`src/rtl/branch_history_table.sv`:
```
// Fetch-stage direction predictor: a table of 2-bit saturating counters indexed by PC,
// optionally XORed with global branch history (gshare), trained by the execute stage.
module branch_history_table #(
  parameter int INDEX_BITS = 6,
  parameter int HIST_BITS  = 4,
  parameter int CNT_WIDTH  = 32
) (
  input  logic                  clk_i,
  input  logic                  rst_ni,
  input  logic [31:0]           pc_i,
  input  logic                  is_branch_i,
  input  logic [31:0]           pc_next_i,
  input  logic [31:0]           pc_plus_4_i,
  output logic                  predict_taken_o,
  output logic [31:0]           pc_predict_o,
  output logic [INDEX_BITS-1:0] predict_idx_o,
  input  logic                  update_en_i,
  input  logic [INDEX_BITS-1:0] update_idx_i,
  input  logic                  update_taken_i,
  input  logic                  update_mispred_i,
  output logic [CNT_WIDTH-1:0]  branch_cnt_o,
  output logic [CNT_WIDTH-1:0]  mispred_cnt_o
);

  localparam int ENTRIES = 2 ** INDEX_BITS;

  logic [1:0]            table_q [ENTRIES];
  logic [INDEX_BITS-1:0] hist_idx;
  logic [INDEX_BITS-1:0] lookup_idx;
  logic [1:0]            lookup_cnt;
  logic [1:0]            upd_cnt;
  logic [1:0]            upd_cnt_next;
  logic [CNT_WIDTH-1:0]  branch_cnt_q;
  logic [CNT_WIDTH-1:0]  mispred_cnt_q;
  logic                  unused_pc_bits;

  assign unused_pc_bits = ^{pc_i[31:INDEX_BITS+2], pc_i[1:0]};

  // History shifts in the resolved outcome at the LSB; bimodal builds carry no history.
  generate
    if (HIST_BITS == 0) begin : g_bimodal
      assign hist_idx = '0;
    end else begin : g_gshare
      logic [HIST_BITS-1:0] ghr_q;
      always_ff @(posedge clk_i) begin
        if (!rst_ni) begin
          ghr_q <= '0;
        end else if (update_en_i) begin
          ghr_q <= (ghr_q << 1) | HIST_BITS'(update_taken_i);
        end
      end
      assign hist_idx = INDEX_BITS'(ghr_q);
    end
  endgenerate

  // Lookup reads registered state only: a same-cycle update to the same entry is not forwarded.
  assign lookup_idx      = pc_i[INDEX_BITS+1:2] ^ hist_idx;
  assign lookup_cnt      = table_q[lookup_idx];
  assign predict_idx_o   = lookup_idx;
  assign predict_taken_o = is_branch_i & lookup_cnt[1];
  assign pc_predict_o    = (is_branch_i & ~lookup_cnt[1]) ? pc_plus_4_i : pc_next_i;

  // Update port is a valid-only pulse (update_en_i) with no ready: the table accepts one
  // resolved branch every cycle, and idx/taken/mispred are only meaningful while it is high.
  assign upd_cnt = table_q[update_idx_i];

  always_comb begin
    upd_cnt_next = upd_cnt;
    if (update_taken_i && upd_cnt != 2'b11) begin
      upd_cnt_next = upd_cnt + 2'b01;
    end else if (!update_taken_i && upd_cnt != 2'b00) begin
      upd_cnt_next = upd_cnt - 2'b01;
    end
  end

  always_ff @(posedge clk_i) begin
    if (!rst_ni) begin
      for (int i = 0; i < ENTRIES; i++) begin
        table_q[i] <= 2'b01;
      end
      branch_cnt_q  <= '0;
      mispred_cnt_q <= '0;
    end else if (update_en_i) begin
      table_q[update_idx_i] <= upd_cnt_next;
      branch_cnt_q          <= branch_cnt_q + CNT_WIDTH'(1);
      if (update_mispred_i) begin
        mispred_cnt_q <= mispred_cnt_q + CNT_WIDTH'(1);
      end
    end
  end

  assign branch_cnt_o  = branch_cnt_q;
  assign mispred_cnt_o = mispred_cnt_q;

endmodule

```
`config.mk`:
```
export PLATFORM = sky130hd
export DESIGN_NAME = branch_history_table
export DESIGN_NICKNAME = d
export VERILOG_FILES = /design/src/rtl/branch_history_table.sv
export SDC_FILE = /design/constraint.sdc
export NUM_CORES = 1
export LEC_CHECK = 0
export CAP_MARGIN = 20
export CORE_ASPECT_RATIO = 1.75
export CORE_MARGIN = 10
export CORE_UTILIZATION = 45
export CTS_CLUSTER_DIAMETER = 40
export DETAILED_ROUTE_END_ITERATION = 16
export HOLD_SLACK_MARGIN = 0.02
export PLACE_DENSITY = 0.71
export SLEW_MARGIN = 20
export SYNTH_ARGS = -nofsm -noshare
export SYNTH_HDL_FRONTEND = slang
export SYNTH_SLANG_ARGS = --single-unit
```
`constraint.sdc`:
```
create_clock -name clk_i -period 7.3 [get_ports clk_i]
set_input_delay 2.19 -clock clk_i [delete_from_list [all_inputs] [get_ports clk_i]]
set_output_delay 2.19 -clock clk_i [all_outputs]
set_load 0.05 [all_outputs]
```
==> results.toml <==
[routing]
postRouteAntennaNets = 0
routed_wl_um = 29700
routed.top_layer = "met4"
firstDrtPassIters = 5
route.detailed.drc = 0
met3_length_um = 1790
vias_per_cell = 5.68
drtIter0Drc = 737
drt-wirelength-per-cell_um = 20.3
drt-met1-wl_um = 10800
route.met2.wl_um = 16300
vias = 8317

[synth]
ys_types = 55
ys.flop_type = "edfxtp_1"
synth_compound_area_frac = 0.0638
synth_nets = 1109
ys_ff_latch = 196
synth_top_family_by_area = "simple AND/OR/NAND/NOR gates"
synth_cells = 997
synth_fa_ha_area_frac = 0.00469
synth_area_per_cell_um2 = 10.7
yosys-mux-area-fraction = 0.147
synth_area_um2 = 10700
seq_area_frac_synth = 0.488
synth_edf_count = 128
synth_xor_area_frac = 0.0517
synthArstFlopShare = 0
synth_simple_gate_area_frac = 0.205
yosysWarnings = 0

[floorplanning]
die_h_um = 224
initial_core_util = 0.457
core_area_um2 = 23300
pin_count = 211
die_area_um2 = 30500
num_rows = 74
dieWidth_um = 136

[sta]
clock.fmax_ghz = 0.140
period_share = 0.977
holdWs_ns = 0.501
grt_setup_unrepaired = "no"
maxSlewViolCount = 0
final-setup-viol-count = 0
worst_slack_ns = 0.171
finClkSkew_ns = 0.00936
worstMarginPinSlew_ns = 0.970
finalSetupTns_ns = 0
finalCriticalPeriod_ns = 7.13
maxSlewHeadroom = 0.351
finalHoldViolations = 0

[clock_network]
ctsHoldBuffers = 0
clk_pin_slew_ns = 0.07
cts_tree = "built"
clk_latency_ns = 0.43
clock_path_buffers = 2
cts_root_buffer = "clkbuf_16"
cts_sinks = 196
htree_levels = 4
cts-buffers-inserted = 17

[flow_run]
max_cap_violations = 0

[critical_path]
worstPathMaxFanout = 32
reg2reg_setup_slack_ns = 3.50
critPathArrivalTime_ns = 4.94
required_ns = 5.11
critPathCaptureType = "output pin"
crit_path_start_kind = "input pin"
path_class = "input pin to output pin"

[pwr]
ir_worst_vdd_mv = 0.160
power_density_nw_per_um2 = 197
leakage_uw = 0.00465
total_power_uw = 2700

[global_route]
grt_max_degree = 100
grt_remaining_overflow = 0
grt_pass1_wl_um = 45000
antenna_found_initial = 0
grt_usage = 0.189
grt_pass1_vias = 8146

[status]
outcome = "finished clean"

[placement]
gp_congestion = 0.842
port_buffers = 184
pre_cts_slack_ns = -0.177
hpwlAfterDp_um = 21600
placement.cell_area_um2 = 13100

[finish]
multi_input_comb_area_um2 = 5040
finish.net_count = 1258
drive_gt1_frac = 0.149
fillerInstances = 1961
area.sequential_um2 = 5200
syn_to_final_growth_pct = 28.3
antenna_cells = 0
postLayoutCellArea_um2 = 13700

[worst_hold_path]
worstHoldPathType = "register to register"
## worst max-delay path: stages
cell,delay [ns]
dlygate4sd2_1,0.28
xor2_4,0.18
buf_12,0.18
mux4_1,0.63
o211ai_1,0.20
nand3_1,0.13
nor4b_4,0.32
o21ai_2,0.13
buf_12,0.18
mux2_2,0.32
buf_12,0.16
## stage by stage
step	util	instances
floorplan	-	997
global placement	0.562	1430
detailed placement	0.562	1430
CTS	0.586	1463
global route	0.586	1463
finish	0.586	1463
## synthesized netlist by cell type (17+ instances only)
library cell	number	area (µm²)
and2_1	63	394
and3_1	17	106
buf_2	19	95.1
clkbuf_1	54	203
dfxtp_1	68	1360
edfxtp_1	128	3840
mux2_2	38	428
mux2i_1	22	220
mux4_2	22	495
nand2_1	92	345
nand3_1	51	255
nor2_1	70	263
nor3_1	64	320
o21ai_0	75	375
xnor2_1	36	315
xor2_1	22	193
## flip-flops by register name, indices dropped and copies added, names as in the netlist
signal,count
g_gshare.ghr_q,4
branch_cnt_o,32
table_q,128
mispred_cnt_o,32
## power by group
group | internal [µW] | switching (µW)
combinational | 241 | 331
sequential | 1200 | 12.3
clock | 482 | 438
total | 1920 | 781
## logic make-up after synthesis
kind of cell,after synthesis
xor gates and xnor gates,60
muxes,98
DFF,196
buffers and inverters,96
and+or+nand+nor,427
AOI/OAI and AO/OA,116
adders and majority gates,4
## cell usage in the layout, fill, tap and decap left out, drive strengths merged, types with 9 or more instances in the layout
master and instances:
or3 9, nor2 70, clkdlybuf4s50 146, nor3 64, clkbuf 18, nor2b 12, nand2b 10, nand3 51
xnor2 37, buf 68, edfxtp 128, mux2i 22, mux2 38, dfxtp 68, and3 17, inv 19
mux4 38, xor2 23, and2 63, o21ai 76, nand2 92, nand4 12
## what timing repair did
item / CTS / global route
setup endpoints to repair: 32 / 0
gates resized for setup: 8 / 0
setup buffers: 1 / 0
## routing by layer
| layer | track usage | up-vias |
|---|---|---|
| met2 | 0.348 | 356 |
| li1 | - | 3904 |
| met1 | 0.212 | 4016 |
| met3 | 0.0320 | 41 |
| met4 | 0.0673 | 0 |
| met5 | 0 | - |
## area by class of cell
class | instances | area share
multi-input combinational | 705 | 0.368
sequential | 196 | 0.380
tap | 304 | 0.0278
clock buffer | 18 | 0.0314
timing repair buffer | 215 | 0.179
inverter | 11 | 0.00302
clock inverter | 14 | 0.0102
## path summary, 6_finish.rpt
kind,from,to,cells past startpoint
worst min-delay path,branch_cnt_o[31]$_SDFFE_PN0P_,branch_cnt_o[31]$_SDFFE_PN0P_,2
worst max-delay path,pc_i[2],pc_predict_o[12],11
worst min register to register,branch_cnt_o[31]$_SDFFE_PN0P_,branch_cnt_o[31]$_SDFFE_PN0P_,2
worst max register to register,table_q[22][0]$_SDFFCE_PN1P_,table_q[52][0]$_SDFFCE_PN1P_,11
No activity file was read; power rests on OpenSTA's default activity.
